`src/rtl/fma_issue_arbiter_pkg.sv`:
```
// Shared constants for the FMA issue arbiter and the FMA datapath it feeds.
// FMA_LATENCY_DEF is the single agreed latency value for both sides.
package fma_issue_arbiter_pkg;
    localparam int FMA_WIDTH       = 32;
    localparam int FMA_EXP_WIDTH   = 8;
    localparam int FMA_SIG_WIDTH   = 24;
    localparam int FMA_LATENCY_DEF = 9;
    localparam int CNT_W           = 4;

    typedef logic [CNT_W-1:0] cnt_t;
endpackage

```
`src/rtl/fma_issue_arbiter_rr_arbiter.sv`:
```
// Combinational round-robin picker: first eligible index at or after pointer wins.
module rr_arbiter #(
    parameter int N = 2,
    localparam int PW = (N > 1) ? $clog2(N) : 1
) (
    input  logic [N-1:0]  eligible,
    input  logic [PW-1:0] pointer,
    output logic [N-1:0]  grant,
    output logic [PW-1:0] nextPointer
);
    always_comb begin
        logic found;
        grant       = '0;
        nextPointer = pointer;
        found       = 1'b0;
        // k is the distance from the pointer; the nearest eligible index wins
        for (int k = 0; k < N; k++) begin
            for (int i = 0; i < N; i++) begin
                if (!found && eligible[i] && (i == (int'(pointer) + k) % N)) begin
                    grant[i]    = 1'b1;
                    nextPointer = PW'((i + 1) % N);
                    found       = 1'b1;
                end
            end
        end
    end
endmodule

```
`src/rtl/fma_issue_arbiter.sv`:
```
// Round-robin issue of NUM_REQ requesters into one pipelined FMA, with an
// ownership shift register that steers each result back to its issuer.
module fma_issue_arbiter
    import fma_issue_arbiter_pkg::*;
#(
    parameter int WIDTH           = FMA_WIDTH,
    parameter int NUM_REQ         = 2,
    parameter int FMA_LATENCY     = FMA_LATENCY_DEF,
    parameter int MAX_OUTSTANDING = 4
) (
    input  logic                       clk,
    input  logic                       rst_n,
    input  logic [NUM_REQ-1:0]         req_valid,
    output logic [NUM_REQ-1:0]         req_ready,
    input  logic [NUM_REQ*WIDTH-1:0]   req_a,
    input  logic [NUM_REQ*WIDTH-1:0]   req_b,
    input  logic [NUM_REQ*WIDTH-1:0]   req_c,
    output logic [WIDTH-1:0]           fma_a,
    output logic [WIDTH-1:0]           fma_b,
    output logic [WIDTH-1:0]           fma_c,
    output logic                       fma_in_valid,
    input  logic [WIDTH-1:0]           fma_res,
    output logic [NUM_REQ-1:0]         rsp_valid,
    output logic [WIDTH-1:0]           rsp_data,
    output logic                       busy
);
    localparam int IDW = (NUM_REQ > 1) ? $clog2(NUM_REQ) : 1;

    cnt_t [NUM_REQ-1:0]              cnt;
    logic [NUM_REQ-1:0]              eligible, grant, decV;
    logic [IDW-1:0]                  rrPtr, rrPtrNext, grantId, retId;
    logic [FMA_LATENCY:0]            vldPipe;
    logic [FMA_LATENCY:0][IDW-1:0]   idPipe;
    logic [WIDTH-1:0]                selA, selB, selC;
    logic                            anyGrant, retVld;

    // Counters are registered, so a same-cycle release never opens a slot
    always_comb begin
        eligible = '0;
        for (int i = 0; i < NUM_REQ; i++)
            eligible[i] = req_valid[i] && (cnt[i] < CNT_W'(MAX_OUTSTANDING));
    end

    rr_arbiter #(.N(NUM_REQ)) uArb (
        .eligible    (eligible),
        .pointer     (rrPtr),
        .grant       (grant),
        .nextPointer (rrPtrNext)
    );

    assign req_ready = grant;
    assign anyGrant  = |grant;

    always_comb begin
        grantId = '0;
        selA    = '0;
        selB    = '0;
        selC    = '0;
        for (int i = 0; i < NUM_REQ; i++) begin
            if (grant[i]) begin
                grantId = IDW'(i);
                selA    = req_a[i*WIDTH +: WIDTH];
                selB    = req_b[i*WIDTH +: WIDTH];
                selC    = req_c[i*WIDTH +: WIDTH];
            end
        end
    end

    // Stage 0 is the issue register itself; stage FMA_LATENCY lines up with fma_res
    assign fma_in_valid = vldPipe[0];
    assign retVld       = vldPipe[FMA_LATENCY];
    assign retId        = idPipe[FMA_LATENCY];

    always_comb begin
        decV = '0;
        for (int i = 0; i < NUM_REQ; i++)
            decV[i] = retVld && (retId == IDW'(i));
    end

    always_ff @(posedge clk or negedge rst_n) begin
        if (!rst_n) begin
            fma_a     <= '0;
            fma_b     <= '0;
            fma_c     <= '0;
            rrPtr     <= '0;
            vldPipe   <= '0;
            idPipe    <= '0;
            rsp_valid <= '0;
            rsp_data  <= '0;
            cnt       <= '0;
        end else begin
            vldPipe   <= {vldPipe[FMA_LATENCY-1:0], anyGrant};
            idPipe    <= {idPipe[FMA_LATENCY-1:0], grantId};
            rsp_valid <= decV;
            if (anyGrant) begin
                fma_a <= selA;
                fma_b <= selB;
                fma_c <= selC;
                rrPtr <= rrPtrNext;
            end
            if (retVld)
                rsp_data <= fma_res;
            for (int i = 0; i < NUM_REQ; i++) begin
                if (grant[i] && !decV[i])
                    cnt[i] <= cnt[i] + CNT_W'(1);
                else if (!grant[i] && decV[i])
                    cnt[i] <= cnt[i] - CNT_W'(1);
            end
        end
    end

    assign busy = (|vldPipe) || (|rsp_valid);

    for (genvar i = 0; i < NUM_REQ; i++) begin : gCntChk
        assert property (@(posedge clk) disable iff (!rst_n)
            !(grant[i] && !decV[i] && cnt[i] == '1) &&
            !(decV[i] && !grant[i] && cnt[i] == '0));
    end
endmodule

```
`config.mk`:
```
export PLATFORM = sky130hd
export DESIGN_NAME = fma_issue_arbiter
export DESIGN_NICKNAME = d
export VERILOG_FILES = /design/src/rtl/fma_issue_arbiter_pkg.sv /design/src/rtl/fma_issue_arbiter_rr_arbiter.sv /design/src/rtl/fma_issue_arbiter.sv
export SDC_FILE = /design/constraint.sdc
export NUM_CORES = 1
export LEC_CHECK = 0
export CORE_AREA = 8 8 142 144
export DETAILED_ROUTE_END_ITERATION = 8
export DIE_AREA = 0 0 150 152
export PLACE_DENSITY = 0.79
export SYNTH_ARGS = -nofsm -noshare
export SYNTH_HDL_FRONTEND = slang
export SYNTH_HIERARCHICAL = 1
export SYNTH_SLANG_ARGS = --single-unit
export TNS_END_PERCENT = 100
```
`constraint.sdc`:
```
create_clock -name clk -period 5.2 [get_ports clk]
set_input_delay 1.04 -clock clk [delete_from_list [all_inputs] [get_ports clk]]
set_output_delay 1.04 -clock clk [all_outputs]
set_load 0.01 [all_outputs]
```
==> results.toml, run 1 <==
[run_status]
status = "finished, final reports clean"

[die]
core.rowCount = 49
die_area_um2 = 22800
die_w_um = 150
die_y_um = 152
start_util_pct = 38.6
coreArea_um2 = 17800
ios = 362

[route]
avgViaCountPerCell = 4.85
drc = 0
vias = 5681
drt_wl_total_mm = 22.3
first_pass_iters = 6
drtAntennaViolNets = 0
drt_iter0_drc = 250
wl_per_cell_um = 19.0

[sta]
finalHoldViolCount = 0
finClkSkew_ns = 0.0134
rsz0062_at_grt = "no"
tightest_slew_ns = 1.05
maxSlewViolCount = 0
post-route-min-period_ns = 4.01
fmax_mhz = 249
finalSetupTns_ns = 0
final-setup-viol-count = 0
post-route-period-util_pct = 77.2
maxSlewHeadroom_pct = 30.3

[cells_and_area]
multi_input_area_um2 = 2660
fill_cells = 1437
register_area_um2 = 3980
fin_nets = 1165
drive_above_1_share_pct = 8.49
syn_to_final_growth_pct = 63.7

[place]
gp_congestion = 0.775
portBuffers = 361
dpl.hpwl_mm = 17.0

[clocking]
clock_latency_ns = 0.42
root_buffer = "clkbuf_16"
numCtsBuffers = 17
cts_tree = "yes"
clockBufferDepth = 2
cts_htree_levels = 4
cts_setup_buffers = 0
cts_resized = 0
cts-hold-fix-buffers = 0
clkTransAtPathRegs_ns = 0.06
clock-sinks = 159

[power]
power_density_nw_per_um2 = 593
ir_worst_vdd_mv = 0.323
p_total_mw = 6.67
intPower_mw = 4.41
switching_share_pct = 33.8
pwr-share-comb_pct = 46.6
sequentialPowerShare_pct = 33.4
p_clk_share_pct = 20.0
p_leak_nw = 4.52
p_sw_mw = 2.25

[synth]
syn_nets = 816
synth_edf_count = 0
yosysWarnings = 6
synth_cells = 580
synth_area_um2 = 6870
synth_top_flop_cell = "dfrtp_1"
synth-seq-cells = 159
synthArstFlopShare_pct = 100
syn_area_per_cell_um2 = 11.8
ys_types = 32
seq_area_frac_synth_pct = 57.9

[global_routing]
gr-total-overflow = 0
antenna_found_initial = 2
gr-usage-all-layers_pct = 19.7
grt_pass1_vias = 6060
grt_pass1_wl_mm = 34.6
grt_max_degree = 103

[worst_setup_path]
worstPathMaxFanout = 28
end_kind = "output port"
cp.arrival_ns = 2.97
reg2reg_to = "cnt[7]"
ff2ff_path_depth = 8
critPathRequiredTime_ns = 4.16
startpoint_type = "primary input"
crit_type = "in -> out"
r2r_setup_slack_ns = 2.28
r2r_start = "cnt[7]"

[flow_run]
cap_violations = 0

[min_path]
hold_path.startpoint = "idPipe[8]"
hold_path_depth = 0
hold_class = "reg -> reg"
hold_end = "retId"
logic make-up (layout without fill, tap and decap cells):
| group | count (synthesis) | in the layout | share of synthesized area, % |
|---|---|---|---|
| muxes | 133 | 133 | 20.0 |
| adders and majority gates | 8 | 8 | 1.68 |
| DFF | 159 | 159 | 57.9 |
| and+or+nand+nor | 123 | 123 | 7.62 |
| other | 0 | 1 | 0 |
| xor gates and xnor gates | 4 | 4 | 0.510 |
| AOI/OAI and AO/OA | 110 | 110 | 8.67 |
| buffers and inverters | 43 | 405 | 3.55 |
stage by stage:
stage	setup slack, ns	instance area, µm²	util [%]	std cells	hold WS (ns)
2_1_floorplan	1.97	6870	-	580	0.331
3_3_place_gp	1.23	10600	59.7	1139	0.335
3_5_place_dp	1.20	10600	59.7	1139	0.336
4_1_cts	1.19	11200	63.2	1171	0.349
5_1_grt	1.05	11200	63.2	1172	0.363
6_report	1.19	11200	63.2	1172	0.348
routing by layer:
layer	wire length [µm]	global-route usage (%)	up-vias
met3	2400	8.32	17
met4	261	6.05	2
li1	-	-	2709
met5	8	0	-
met2	11000	32.9	245
met1	8610	22.2	2708
state kept, by name, summed over array words and instances, names as in the netlist:
signal and cells:
cnt 8, fma_c 32, rsp_data 32, vldPipe 10, rsp_valid 2, rrPtr 1
idPipe 9, retId 1, fma_b 32, fma_a 32
cells in the mapped netlist, types with 3 or more instances:
cell type	count	area, µm²
nor4_1	3	18.8
buf_2	11	55.1
mux2i_1	98	981
clkbuf_1	15	56.3
nand3_1	5	25.0
dfrtp_1	159	3980
o21ai_0	17	85.1
mux2_2	34	383
o211ai_2	4	50.1
a21oi_1	4	20.0
xnor2_1	4	35.0
nand2_1	101	379
inv_1	5	18.8
buf_4	4	30.0
o21ai_1	82	410
buf_8	4	60.1
ha_1	6	75.1
how the worst max path moves through the flow:
stage,endpoint,cells past startpoint,slack [ns],startpoint
2_1_floorplan,cnt[3],8,1.97,req_valid[0]
3_3_place_gp,req_ready[1],4,1.23,req_valid[1]
3_5_place_dp,req_ready[1],4,1.20,req_valid[1]
4_1_cts,req_ready[1],4,1.19,req_valid[1]
5_1_grt,req_ready[1],4,1.05,req_valid[1]
6_report,req_ready[1],4,1.19,req_valid[1]
cell type report:
cell class	instances	area share, %
Clock inverter	12	1.63
Multi-Input combinational cell	378	23.6
Tap cell	229	2.55
Clock buffer	20	3.97
Sequential cell	159	35.4
Timing Repair Buffer	368	32.6
Antenna cell	1	0.0223
Inverter	5	0.167
cells in the final DEF, fill, tap and decap left out, types with 2 or more instances in the layout:
master           instances
nand2_1                101
clkdlybuf4s50_1        360
or3_1                    2
clkinvlp_4               3
inv_6                    2
clkbuf_16               17
o21ai_0                 17
a21oi_1                  4
fa_1                     2
or4_4                    2
o21ai_1                 82
nand3_1                  5
ha_1                     6
dfrtp_1                159
buf_4                    7
mux2_2                  34
o211ai_2                 4
nor3b_1                  2
nor3_1                   2
clkbuf_1                 2
bufinv_16                4
clkinv_4                 2
mux2i_1                 98
nor4_1                   3
a2111o_1                 2
inv_1                    5
nand2b_1                 2
xnor2_1                  4
nand3b_1                 2
worst max-delay path, cell delays in order:
cell and delay (ns):
clkdlybuf4s50_1 0.45, nor3b_1 0.45, and2_4 0.42, clkdlybuf4s50_1 0.60
power groups by stage:
stage / Clock, mW / Combinational, mW / Sequential [mW]
global route: 1.42 / 3.38 / 2.31
floorplan: 0 / 1.36 / 2.43
global placement: 0 / 3.09 / 2.21
detailed placement: 0 / 3.16 / 2.23
finish: 1.33 / 3.11 / 2.23
CTS: 1.36 / 3.17 / 2.23
Power figures use the tool's default switching activity.
==> inputs of run 2 (changes only) <==
Clock period 5.2 ns to 3.9 ns, I/O delays scaled along.
==> run 2 against run 1 <==
Compared with the run above: clock-buffer cell count is the same; register-to-register slack lost 1.1 ns; sequential share of layout area grew 0.063 points; die area is the same; non-clock buffer count is the same.
==> results.toml, run 2 (synthesis results as in run 1) <==
[cells_and_area]
syn_to_final_growth_pct = 63.4
fin_nets = 1165
diodes = 0
fill_cells = 1400
fin_area_um2 = 11200
final_cell_mix = "clkdlybuf4s50_1 (360), dfrtp_1 (159), nand2_1 (101)"
layout_commonest_cell = "clkdlybuf4s50_1"
drive_above_1_share_pct = 8.49

[route]
first_pass_iters = 4
wl_per_cell_um = 18.9
drc = 0
avgViaCountPerCell = 4.84
vias = 5663
drtAntennaViolNets = 0
drt_iter0_drc = 207
drt_wl_total_mm = 22.2

[power]
p_sw_mw = 3.03
p_clk_share_pct = 18.5
intPower_mw = 5.71
p_leak_nw = 4.52
switching_share_pct = 34.7
sequentialPowerShare_pct = 33.6
power_density_nw_per_um2 = 779
pwr-share-comb_pct = 47.9
ir_worst_vdd_mv = 0.417

[die]
coreArea_um2 = 17800
die_w_um = 150
ios = 362
die_area_um2 = 22800
core.rowCount = 49
start_util_pct = 38.6
die_y_um = 152

[worst_setup_path]
crit_chain = "clkdlybuf4s50_1, nor3b_1, and2_4, clkdlybuf4s50_1"
crit_type = "in -> out"
end_kind = "output port"
critical_path.slowest_cell = "clkdlybuf4s50_1"
startpoint_type = "primary input"
cpMostUsedCell = "clkdlybuf4s50_1"
critPathRequiredTime_ns = 3.12
worstPathMaxFanout = 4
cpPeakStageDelay_ns = 0.57
cp.arrival_ns = 2.54

[clocking]
root_buffer = "clkbuf_16"
clkTransAtPathRegs_ns = 0.06
cts_tree = "yes"
cts-hold-fix-buffers = 0
cts_setup_buffers = 0
cts_htree_levels = 4
numCtsBuffers = 17
cts_resized = 0
clock_latency_ns = 0.42
clockBufferDepth = 2
clock-sinks = 159

[global_routing]
grt_pass1_wl_mm = 34.3
antenna_found_initial = 0
gr-usage-all-layers_pct = 19.4
grt_pass1_vias = 6082
gr-total-overflow = 0
grt_max_degree = 144

[place]
post-place-ws_ns = 0.398
gp_congestion = 0.763
placed_cell_area_um2 = 10600
dpl.hpwl_mm = 17.0
portBuffers = 361

[sta]
maxSlewHeadroom_pct = 55.3
finalSetupTns_ns = 0
rsz0062_at_grt = "no"
post-route-min-period_ns = 3.32
finalHoldViolCount = 0
fmax_mhz = 302
final-setup-viol-count = 0
finClkSkew_ns = 0.00783
tightest_slew_ns = 0.671
post-route-period-util_pct = 85.0
maxSlewViolCount = 0
fin_ws_ns = 0.584

[run_status]
status = "finished, final reports clean"

[min_path]
hold_class = "reg -> reg"

[flow_run]
cap_violations = 0
==> run 2: critical path, delay by kind of cell <==
kind                   cells  cell delay, ns
and+or+nand+nor            2            0.73
buffers and inverters      2            1.02
==> run 2: layout make-up <==
type                       instances  area, µm²  area share (%)
tap                              229        287            2.55
timing repair buffer             368       3700            33.0
sequential                       159       3980            35.5
clock buffer                      20        447            3.98
inverter                           5       18.8           0.167
clock inverter                    12        128            1.14
multi-input combinational        378       2660            23.7
==> run 2: layer usage <==
metal / vias to the layer above / wire [µm] / GRT usage [%]
li1: 2717 / - / -
met1: 2657 / 8570 / 22.2
met2: 262 / 10700 / 31.5
met3: 27 / 2430 / 8.32
met4: 0 / 460 / 6.81
met5: - / 0 / 0
==> run 2: worst paths after layout <==
| check | start | slack, ns | cells past startpoint | to |
|---|---|---|---|---|
| min in group asynchronous | rst_n | 0.38 | 1 | fma_b[29] |
| min reg2reg | idPipe[6] | 0.35 | 0 | idPipe[7] |
| min | idPipe[6] | 0.35 | 0 | idPipe[7] |
| max reg2reg | cnt[7] | 1.14 | 8 | cnt[7] |
| max in group asynchronous | rst_n | 2.58 | 2 | fma_c[27] |
| max | req_valid[1] | 0.58 | 4 | req_ready[1] |
==> run 2: power groups by stage <==
stage          Combinational, mW  Clock, mW  Sequential (mW)
2_1_floorplan               1.81          0             3.24
3_3_place_gp                4.16          0             2.93
3_5_place_dp                4.25          0             2.95
4_1_cts                     4.26       1.67             2.94
5_1_grt                     4.55       1.73             3.04
6_report                    4.19       1.62             2.94
==> run 2: through the flow <==
step	power, mW	instances	utilization (%)	hold slack (ns)
6_report	8.74	1171	63.1	0.346
5_1_grt	9.33	1171	63.1	0.360
4_1_cts	8.87	1171	63.1	0.349
3_5_place_dp	7.20	1139	59.9	0.336
3_3_place_gp	7.09	1139	59.9	0.334
2_1_floorplan	5.04	580	-	0.331
